`src/rtl/seq_det_pkg.sv`:
```
// Shared types and elaboration-time helpers for the Mealy serial-pattern detector.
// Provides the KMP next-state function used to build the transition table and
// the default state width. No ports; imported by seq_detector_mealy.
package seq_det_pkg;

   localparam int PAT_W_DEFAULT = 4;
   localparam int MAX_PAT_W     = 16;
   localparam int STATE_W       = $clog2(PAT_W_DEFAULT);

   // Longest pattern prefix (strictly shorter than pat_w) that is a suffix of
   // (first 'state' pattern bits followed by bit_in). Capping at pat_w-1 makes
   // the full-match case return failure(PAT_W), i.e. the overlap restart state.
   // Pattern bit pat_w-1 is the first bit received.
   function automatic int next_state(input logic [MAX_PAT_W-1:0] pattern,
                                     input int pat_w,
                                     input int state,
                                     input logic bit_in);
      int         len;
      int         res;
      int         j;
      logic       ok;
      logic       sb;
      logic [3:0] idx_s;
      logic [3:0] idx_p;
      len = state + 1;
      res = 0;
      for (int k = 1; k <= MAX_PAT_W; k++) begin
         if (k <= len && k < pat_w) begin
            ok = 1'b1;
            for (int i = 0; i < MAX_PAT_W; i++) begin
               if (i < k) begin
                  j     = len - k + i;
                  idx_s = 4'(pat_w - 1 - j);
                  idx_p = 4'(pat_w - 1 - i);
                  sb    = (j == state) ? bit_in : pattern[idx_s];
                  if (sb != pattern[idx_p]) ok = 1'b0;
               end
            end
            if (ok) res = k;
         end
      end
      return res;
   endfunction

endpackage

```
`src/rtl/sat_counter.sv`:
```
// Saturating up-counter: increments on inc, sticks at all-ones, never wraps.
// Ports: clock, rst (async active-low), inc, clr (sync, wins over inc), count.
// Latency: count reflects inc/clr one clock after they are sampled.
module sat_counter #(
   parameter int CNT_W = 8
) (
   input  logic             clock,
   input  logic             rst,
   input  logic             inc,
   input  logic             clr,
   output logic [CNT_W-1:0] count
);

   always_ff @(posedge clock or negedge rst) begin
      if (!rst) begin
         count <= '0;
      end else if (clr) begin
         count <= '0;
      end else if (inc && (count != {CNT_W{1'b1}})) begin
         count <= count + 1'b1;
      end
   end

endmodule

```
`src/rtl/seq_detector_mealy.sv`:
```
// Mealy detector for a PAT_W-bit serial pattern (MSB first) qualified by in_valid.
// Ports: clock, rst (async active-low), clear (sync), in_valid, in ->
//        match (combinational), match_q (match delayed 1 cycle), match_count (saturating), state.
// Config: define SEQDET_OVERLAP_EN to restart at failure(PAT_W) after a match; default restarts at 0.
module seq_detector_mealy
   import seq_det_pkg::*;
#(
   parameter int               PAT_W   = 4,
   parameter logic [PAT_W-1:0] PATTERN = 4'b1011,
   parameter int               CNT_W   = 8
) (
   input  logic                     clock,
   input  logic                     rst,
   input  logic                     clear,
   input  logic                     in_valid,
   input  logic                     in,
   output logic                     match,
   output logic                     match_q,
   output logic [CNT_W-1:0]         match_count,
   output logic [$clog2(PAT_W)-1:0] state
);

   localparam int SW = $clog2(PAT_W);
   localparam int NS = 2 ** SW;

   // Transition table, one entry per state and input bit, built at elaboration.
   // Entries beyond PAT_W-1 are unreachable and tie to 0.
   logic [SW-1:0] tbl0 [NS];
   logic [SW-1:0] tbl1 [NS];

   for (genvar s = 0; s < NS; s++) begin : g_tbl
      localparam int N0 = (s < PAT_W) ? next_state(16'(PATTERN), PAT_W, s, 1'b0) : 0;
      localparam int N1 = (s < PAT_W) ? next_state(16'(PATTERN), PAT_W, s, 1'b1) : 0;
      assign tbl0[s] = SW'(N0);
      assign tbl1[s] = SW'(N1);
   end

   logic [SW-1:0] nxt;
   logic          hit;

   // Full pattern seen on this accepted bit (before clear/reset gating).
   assign hit = in_valid && (state == SW'(PAT_W - 1)) && (in == PATTERN[0]);

   // State register
   always_ff @(posedge clock or negedge rst) begin
      if (!rst) begin
         state <= '0;
      end else begin
         state <= nxt;
      end
   end

   // Next-state logic
   always_comb begin
      nxt = state;
      if (clear) begin
         nxt = '0;
      end else if (in_valid) begin
         nxt = in ? tbl1[state] : tbl0[state];
`ifndef SEQDET_OVERLAP_EN
         if (hit) nxt = '0;
`endif
      end
   end

   // Mealy output: rst gating keeps match low while reset is held.
   always_comb begin
      match = 1'b0;
      if (rst && !clear && hit) match = 1'b1;
   end

   always_ff @(posedge clock or negedge rst) begin
      if (!rst) begin
         match_q <= 1'b0;
      end else begin
         match_q <= match;
      end
   end

   sat_counter #(
      .CNT_W (CNT_W)
   ) u_match_cnt (
      .clock (clock),
      .rst   (rst),
      .inc   (match),
      .clr   (clear),
      .count (match_count)
   );

endmodule

```
`config.mk`:
```
export PLATFORM = sky130hd
export DESIGN_NAME = seq_detector_mealy
export DESIGN_NICKNAME = d
export VERILOG_FILES = /design/src/rtl/seq_det_pkg.sv /design/src/rtl/sat_counter.sv /design/src/rtl/seq_detector_mealy.sv
export SDC_FILE = /design/constraint.sdc
export NUM_CORES = 1
export LEC_CHECK = 0
export CAP_MARGIN = 20
export CORE_MARGIN = 4
export CORE_UTILIZATION = 42
export CTS_BUF_LIST = sky130_fd_sc_hd__clkbuf_4
export DETAILED_ROUTE_END_ITERATION = 10
export PLACE_DENSITY = 0.85
export SETUP_SLACK_MARGIN = 0.1
export SLEW_MARGIN = 20
export SYNTH_ARGS = -nofsm -noshare
export SYNTH_HDL_FRONTEND = slang
export SYNTH_SLANG_ARGS = --single-unit
```
`constraint.sdc`:
```
create_clock -name clock -period 1.59 [get_ports clock]
set_clock_uncertainty 0.15 [all_clocks]
set_input_delay 0.318 -clock clock [delete_from_list [all_inputs] [get_ports clock]]
set_output_delay 0.318 -clock clock [all_outputs]
set_load 0.01 [all_outputs]
```
==> metrics.cfg, run 1 <==
[critical_path]
critPathKind = reg2reg
cp_max_fo = 6
cp.arrival_ps = 1810
end_kind = flip-flop
required_ps = 1640
startpoint = u_match_cnt.count[0]
r2r_start = u_match_cnt.count[0]
startpoint_type = flip-flop

[drt]
drc = 0
avgViaCountPerCell = 5.83
vias = 694
wirelength_um = 1910
drt_first_iter_violations = 26
routedWlPerCell_um = 16.1
antenna_left = 0
first_pass_iters = 4

[synth]
ys_ff_latch = 11
synth_common_cells = dfrtp_1 (11), a21oi_1 (8), nand3_1 (4), o31ai_1 (4), or4_1 (4)
syn_nets = 63
synth_top_cell_area_share = 0.491
ys_seq_area_frac = 0.491
synth_top_flop_cell = dfrtp_1
synthTopCellsByArea = dfrtp_1 (49%), a21oi_1 (7.1%), o31ai_1 (5.4%)
synthesis.area_um2 = 561
synth-edff-count = 0
post-synth-top-count-cell = dfrtp_1
syn_avg_cell_area_um2 = 9.83
synthArstFlopShare = 1.00
synthCells = 57
yosysTopAreaCell = dfrtp_1
synth_cell_type_count = 21
yosysWarnings = 0

[die]
initial_core_util = 0.473
io_pins = 17
die_h_um = 44.5
die_w_um = 44.5
rows = 12
core_area_um2 = 1190
die_area_um2 = 1980

[cts]
cts_tree = built
ctsRootBufferMaster = clkbuf_4
numCtsBuffers = 3
clock_path_buffers = 2
clk_pin_slew_ps = 70
cts.sinks = 11
htreeDepth = 1
clock_latency_ps = 270

[finish]
final_area_um2 = 1020
fin_util = 0.862
drive_gt1_frac = 0.486
syn_to_final_growth_pct = 82.4
nNetsFinal = 112
n_antenna_cell = 0

[hold_path]
hold_class = in2async

[timing]
fmax_mhz = 568
finalHoldViolCount = 0
period_share = 1.11
tightest_slew_ps = 282
finalSetupViolCount = 8
rsz0062_at_grt = yes
final.setup.worst_slack_ps = -169
tns_ps = -585
slew_headroom = 0.811
period_needed_ps = 1760
slew_viol_final = 0

[status]
violations = setup timing
status = finished, violations left

[grt]
grt_pass1_vias = 725
grt.total_usage = 0.231
antenna_found_initial = 0
grt_pass1_wl_um = 3310
grt_max_degree = 9
gr-total-overflow = 0

[power_and_ir_drop]
p_leak_nw = 0.483
p_int_uw = 426
peakVddDrop_mv = 0.509
p_seq_frac = 0.512
clkPwrFrac = 0.380
power_density_nw_per_um2 = 540
p_sw_uw = 127
power_switching_share = 0.229
power_uw = 552
pwr-share-comb = 0.108

[placement]
io_buffers = 16
place_congestion = 0.778
placed_area_um2 = 881
pre_cts_ws_ps = -679
dp_hpwl_um = 1210

[job]
maxCapViolations = 0

-- worst max-delay path, cell delays in order, from the launching register on --
cell and delay, ps:
dfrtp_1 420, ha_4 190, nand3_4 90, o2111ai_4 150, or4_1 540, a21oi_2 150
-- sequential cells by signal (all words and copies together), names as in the netlist --
register / count
state: 2
match_q: 1
u_match_cnt.count: 8
-- logic make-up (layout without fill, tap and decap cells) --
group | count (synthesis) | after routing | share of synthesized area
xor gates and xnor gates | 1 | 1 | 0.0156
adders and majority gates | 1 | 1 | 0.0223
buffers and inverters | 5 | 52 | 0.0469
DFF | 11 | 11 | 0.491
AOI/OAI and AO/OA | 16 | 17 | 0.179
and+or+nand+nor | 22 | 22 | 0.228
muxes | 1 | 1 | 0.0179
-- routing by layer --
metal | part of all wire | vias to the layer above | global-route usage
met5 | 0 | - | 0
met4 | 0.035 | 0 | 0.127
met3 | 0.055 | 9 | 0.0447
met2 | 0.51 | 27 | 0.407
met1 | 0.39 | 342 | 0.255
li1 | - | 316 | -
-- power groups by stage --
stage,Clock (mW),Sequential [mW],Combinational [mW]
after floorplan,0,0.290,0.00828
after global placement,0,0.288,0.0487
after detailed placement,0,0.288,0.0503
after CTS,0.216,0.283,0.0564
after global routing,0.232,0.283,0.0636
final,0.210,0.283,0.0596
-- layout make-up --
cell class | instances | area (µm²)
inverter | 3 | 11.3
clock buffer | 4 | 30.0
sequential | 11 | 275
multi-input combinational | 42 | 330
fill | 61 | 164
tap | 14 | 17.5
timing repair buffer | 45 | 358
-- stage by stage --
| stage | hold WS (ps) | std cells |
|---|---|---|
| after floorplan | -128 | 57 |
| after global placement | 382 | 105 |
| after detailed placement | 403 | 105 |
| after CTS | 13.3 | 118 |
| after global routing | 29.6 | 119 |
| final | 16.2 | 119 |
-- worst paths after layout --
check,cells past startpoint,to,slack [ps]
max in group asynchronous,3,state[0],640
setup reg to reg,5,u_match_cnt.count[5],-170
setup / recovery,5,u_match_cnt.count[5],-170
hold reg to reg,2,match_q,450
hold / removal,2,u_match_cnt.count[2],20
min in group clock,2,match_q,270
-- layout by cell type (no fill, tap or decap) --
master / n
dlygate4sd3_1: 1
dlygate4sd2_1: 6
a21oi_1: 7
mux2i_1: 1
nand3_2: 1
nor3b_2: 1
nand4_1: 2
inv_1: 3
buf_2: 8
o31ai_1: 3
ha_4: 1
buf_6: 8
or4_1: 4
a21oi_2: 1
o21ai_0: 3
and4b_2: 1
nand3_1: 2
o2111ai_4: 1
nor2_1: 3
buf_4: 22
and3_1: 1
xor2_1: 1
or3_1: 2
clkbuf_4: 4
o31ai_2: 1
nand2b_1: 1
o2111ai_2: 1
dfrtp_1: 11
nand2_1: 3
nand3_4: 1
-- timing repair --
item,in CTS,in global routing
pin swaps,7,1
resized for setup,55,8
setup endpoints to repair,20,12
cloned,1,0
hold buffers,1,0
endpoints found under the hold margin,3,0
buffers inserted,7,3
(Power assumes the default switching activity.)
==> run 2: changes to the inputs <==
==> constraint.sdc (replaced) <==
create_clock -name clock -period 1.45 [get_ports clock]
set_clock_uncertainty 0.15 [all_clocks]
set_input_delay 0.29 -clock clock [delete_from_list [all_inputs] [get_ports clock]]
set_output_delay 0.29 -clock clock [all_outputs]
set_load 0.01 [all_outputs]
==> metrics.cfg, run 2 (same netlist as run 1, synthesis figures left out) <==
[placement]
dp_hpwl_um = 1240  ; was 1210 µm
io_buffers = 16  ; unchanged
place_congestion = 0.782  ; was 0.778

[drt]
vias = 711  ; was 694
drc = 0  ; unchanged
wirelength_um = 2200  ; was 1910 µm
avgViaCountPerCell = 6.03  ; was 5.83
antenna_left = 0  ; unchanged
first_pass_iters = 4  ; unchanged
drt_first_iter_violations = 21  ; was 26
routedWlPerCell_um = 18.6  ; was 16.1 µm

[die]
io_pins = 17  ; unchanged
rows = 12  ; unchanged
initial_core_util = 0.473  ; unchanged
die_w_um = 44.5  ; unchanged
die_area_um2 = 1980  ; unchanged
core_area_um2 = 1190  ; unchanged
die_h_um = 44.5  ; unchanged

[timing]
slew_viol_final = 0  ; unchanged
hold-worst-slack_ps = 336  ; was 16.2 ps
period_share = 1.24  ; was 1.11
fmax_mhz = 556  ; was 568 MHz
tightest_slew_ps = 292  ; was 282 ps
finalSetupViolCount = 11  ; was 8
final.setup.worst_slack_ps = -349  ; was -169 ps
slew_headroom = 0.803  ; was 0.811
period_needed_ps = 1800  ; was 1760 ps
finalHoldViolCount = 0  ; unchanged
rsz0062_at_grt = yes  ; unchanged

[finish]
top_regs = u_match_cnt.count x8, state x2, match_q x1  ; unchanged
layout_common_cells = buf_6 (21), buf_4 (17), dfrtp_1 (11)  ; was buf_4 (22), dfrtp_1 (11), buf_2 (8), buf_6 (8), a21oi_1 (7)
nNetsFinal = 111  ; was 112
largest_reg_flops = 8  ; unchanged
syn_to_final_growth_pct = 89.5  ; was 82.4%
drive_gt1_frac = 0.500  ; was 0.486
top_register = u_match_cnt.count  ; unchanged
fillers = 53  ; was 61
final_common_cell = buf_6  ; was buf_4
n_antenna_cell = 0  ; unchanged

[power_and_ir_drop]
peakVddDrop_mv = 0.458  ; was 0.509 mV
p_leak_nw = 0.486  ; was 0.483 nW
power_uw = 602  ; was 552 µW
power_density_nw_per_um2 = 567  ; was 540 nW/µm²

[cts]
cts.sinks = 11  ; unchanged
cts_tree = built  ; unchanged
clock_latency_ps = 270  ; about the same
clk_pin_slew_ps = 70  ; about the same
ctsRootBufferMaster = clkbuf_4  ; unchanged
htreeDepth = 1  ; unchanged
numCtsBuffers = 3  ; unchanged
clock_path_buffers = 2  ; unchanged

[hold_path]
min_to = match_q
holdPathStages = 3
hp-start = in_valid
hold_class = in2reg  ; was in2async

[critical_path]
critPathSlowestCell = or4_4  ; was or4_1
cp.arrival_ps = 1840  ; was 1810 ps
cp_top_family = simple AND/OR/NAND/NOR gates  ; unchanged
critPathKind = reg2reg  ; unchanged
critical_path_buf_inv_count = 0  ; unchanged
startpoint_type = flip-flop  ; unchanged
reg2reg_depth = 5  ; unchanged
required_ps = 1490  ; was 1640 ps
r2r_start = u_match_cnt.count[0]  ; unchanged
cp_max_fo = 8  ; was 6
r2r_setup_slack_ps = -350  ; was -170 ps
end_kind = flip-flop  ; unchanged
crit_path_max_incr_delay_ps = 530  ; was 540 ps
crit_chain = ha_2 > nand3_2 > o2111ai_4 > or4_4 > a21oi_2  ; was ha_4 > nand3_4 > o2111ai_4 > or4_1 > a21oi_2
r2r_end = u_match_cnt.count[5]  ; unchanged

[status]
status = finished, violations left  ; unchanged
violations = setup timing  ; unchanged

[grt]
gr-total-overflow = 0  ; unchanged
antenna_found_initial = 0  ; unchanged
grt_max_degree = 11  ; was 9
grt.total_usage = 0.193  ; was 0.231
grt_pass1_vias = 620  ; was 725
grt_pass1_wl_um = 2780  ; was 3310 µm

[job]
maxCapViolations = 0  ; unchanged

## run 2: layer usage
| layer | vias to the layer above | GRT usage | share of wire |
|---|---|---|---|
| li1 | 313 | - | - |
| met1 | 344 | 0.227 | 0.39 |
| met2 | 39 | 0.321 | 0.51 |
| met3 | 15 | 0.0325 | 0.059 |
| met4 | 0 | 0.120 | 0.042 |
| met5 | - | 0 | 0 |
## run 2: cell type report
cell class	count	area, µm²	area share
Multi-Input combinational cell	41	304	0.286
Inverter	3	11.3	0.0106
Clock buffer	4	30.0	0.0283
Timing Repair Buffer	45	424	0.399
Tap cell	14	17.5	0.0165
Sequential cell	11	275	0.259
## run 2: worst reg2reg max path, cell delays in order (launching register included)
cell       delay [ps]
dfrtp_1           410
ha_2              210
nand3_2            90
o2111ai_4         190
or4_4             530
a21oi_2           150
## run 2: how the worst max path moves through the flow
stage	start	endpoint	cells after the start	slack [ps]
global route	u_match_cnt.count[0]	u_match_cnt.count[7]	5	-450
CTS	u_match_cnt.count[0]	u_match_cnt.count[5]	5	-290
global placement	rst	match	4	-700
finish	u_match_cnt.count[0]	u_match_cnt.count[5]	5	-350
floorplan	u_match_cnt.count[1]	u_match_cnt.count[3]	6	-240
detailed placement	rst	match	4	-740
## run 2: timing repair
action / in CTS / in global routing
hold buffers: 1 / 0
endpoints found under the hold margin: 6 / 0
buffers inserted: 4 / 5
pin swaps: 11 / 5
resized for setup: 67 / 11
endpoints found under the setup margin: 20 / 20
## run 2: per-stage QoR
| stage | utilization | cells | setup TNS (ps) | setup slack [ps] | area (µm²) |
|---|---|---|---|---|---|
| floorplan | - | 57 | -1370 | -241 | 573 |
| global placement | 0.753 | 106 | -5430 | -703 | 893 |
| detailed placement | 0.753 | 106 | -5860 | -740 | 893 |
| CTS | 0.842 | 114 | -1580 | -295 | 998 |
| global route | 0.896 | 118 | -3210 | -453 | 1060 |
| finish | 0.896 | 118 | -2470 | -349 | 1060 |
## run 2: power by group
group | switching (mW) | total, mW | internal [mW]
clock network | 0.103 | 0.228 | 0.125
registers | 0.00183 | 0.310 | 0.309
logic | 0.0334 | 0.0639 | 0.0305
==> variant: new RTL, config.mk and constraints of run 1 <==
Change the parameter `PAT_W` from 4 to 8.
--- a/src/rtl/seq_detector_mealy.sv
+++ b/src/rtl/seq_detector_mealy.sv
@@ -5,7 +5,7 @@
 module seq_detector_mealy
    import seq_det_pkg::*;
 #(
-   parameter int               PAT_W   = 4,
+   parameter int               PAT_W   = 8,
    parameter logic [PAT_W-1:0] PATTERN = 4'b1011,
    parameter int               CNT_W   = 8
 ) (
Ports: changed (resized state); port bits go from 17 to 18. The function was not compared with the original's and may differ.
==> variant against run 1 <==
  * The flow still finishes with violations (negative setup slack)
  * Final cell count rose by 14%
  * Setup slack improved by 0.089 ns
  * Via count rose by 24%
  * Fmax increased by 5.3%
  * Hold slack improved by 0.39 ns
  * First-iteration DRC count up 27%
  * Sequential cell count grew 1
  * Synthesized area is 28% higher
  * Synthesized cell count increased by 23%
  * Routed wire length rose by 42%
  * Global-route usage fell by 1.4 points
  * Total power is 12% higher
  * Largest cell class is now multi-input gates
  * Final area rose by 24%
==> variant: results (changes against run 1) <==
status complete, but fails checks (unchanged); violated checks negative setup slack (unchanged); Total GRT Usage 21.7% (was 23.1%); GP Congestion 0.765 (was 0.778); DR WL/cell 20.1 um (was 16.1 um); drt initial violations 33 (was 26); Hold Worst Slack 0.409 ns (was 0.0162 ns); post-route worst setup slack -0.0806 ns (was -0.169 ns); drt first pass iters 4 (unchanged); register area share after synthesis 42.0% (was 49.1%); Min-Delay Endpoint state[2]; Worst Hold Class in2reg (was in2async); initial antenna violation count 0 (unchanged); total leakage power 0.627 nW (was 0.483 nW); Synth Net Count 78 (was 63); Vias/cell 6.35 (was 5.83); synth cell count leaders dfrtp_1, nor2_1, nor3_1 (was dfrtp_1, a21oi_1, nand3_1, o31ai_1, or4_1); share of cells above drive strength 1 55.8% (was 48.6%); CP max FO 5 (was 6); antenna cells 0 (unchanged); nets@finish 129 (was 112); Critical Path AT 1.73 ns (was 1.81 ns); syn_area_per_cell 10.2 sq um (was 9.83 sq um); wl on met1 985 um (was 755 um); Netlist cell types 35 (was 21); dpl cell area 1080 sq um (was 881 sq um); CTS clk-pin slew, worst paths 0.09 ns (was 0.07 ns); final setup fails 7 (was 8); internal power 0.464 mW (was 0.426 mW); met3 wire length 218 um (was 106 um); maximum number of pins on one net before global-route repair 13 (was 9); WL met2 1380 um (was 984 um); clk_lat worst skew 0.29 ns (was 0.27 ns); Largest regs u_match_cnt.count x8, state x3, match_q x1 (was u_match_cnt.count x8, state x2, match_q x1); Slew @ Worst Pin 0.324 ns (was 0.282 ns); dpl hpwl 1390 um (was 1210 um); first-pass GRT wire length 4010 um (was 3310 um); placed cell count 120 (was 105); I/O Buffers 17 (was 16); vias in the first global route 850 (was 725); worst flop-to-flop path endpoint u_match_cnt.count[7] (was u_match_cnt.count[5]); largest cells by area after synthesis dfrtp_1, ha_1, a221o_1 (was dfrtp_1, a21oi_1, o31ai_1); final wirelength 2730 um (was 1910 um); worst vdd ir 0.000530 V (was 0.000509 V); Fillers 94 (was 61)
## variant: cell types whose count changed in the layout (fill, tap and decap cells not counted), moves of 3 or more
cell     delta
or4_1       -4
a221o_1     +3
o21ai_0     -3
a21oi_1     -5
dfrtp_1     -4
buf_2       -4
dfrtp_2     +5
## variant: cells by family after synthesis
group,share of synthesized area (%)
buf+inv,3.32
flops,42.0
simple gates,26.6
mux,4.55
compound gates,17.1
fa+ha+maj,5.25
xor+xnor,1.22
## variant: per-layer routing
layer | vias to the layer above | GRT usage [%]
li1 | 365 | -
met2 | 55 | 35.9
met1 | 426 | 24.3
met5 | - | 0
met3 | 17 | 6.42
met4 | 0 | 12.8
## variant: per-stage QoR
step / worst slack (ns) / TNS [ns]
global route: -0.152 / -0.809
detailed placement: -0.616 / -4.34
finish: -0.0806 / -0.398
floorplan: 0.00131 / 0
CTS: -0.0544 / -0.183
global placement: -0.600 / -4.11
## variant: timing repair
action	in CTS	in global routing
endpoints found under the hold margin	12	0
pin swaps	10	12
hold buffers	1	0
resized for setup	49	16
buffers inserted	10	3
endpoints found under the setup margin	22	17
## variant: power by group through the flow
stage,registers (mW),clock network [mW],logic (mW)
after floorplan,0.322,0,0.0275
after global placement,0.317,0,0.0759
after detailed placement,0.317,0,0.0787
after CTS,0.311,0.220,0.0754
after global routing,0.314,0.242,0.0914
final,0.314,0.220,0.0850
## variant: how the worst max path moves through the flow
stage                                      end            startpoint  cells past startpoint  slack, ns
after CTS                                match              state[2]                      4      -0.05
after detailed placement                 match                 clear                      5      -0.62
after global routing      u_match_cnt.count[3]              state[2]                      6      -0.15
after floorplan           u_match_cnt.count[2]  u_match_cnt.count[1]                      5      0.001
final                     u_match_cnt.count[7]  u_match_cnt.count[0]                      5      -0.08
after global placement                   match                 clear                      5      -0.60
## variant: area by class of cell
class                           instances  area (sq um)  area share, %
Multi-Input combinational cell         54           510           40.2
Inverter                                3          16.3           1.28
Timing Repair Buffer                   47           388           30.5
Sequential cell                        12           307           24.1
Tap cell                               16          20.0           1.57
Clock buffer                            4          30.0           2.36
## variant: worst max-delay path, cell delays in order (launching register included)
cell	delay, ns
dfrtp_2	0.39
ha_4	0.15
nand3_4	0.08
or3_4	0.37
a21oi_4	0.24
a221o_1	0.19
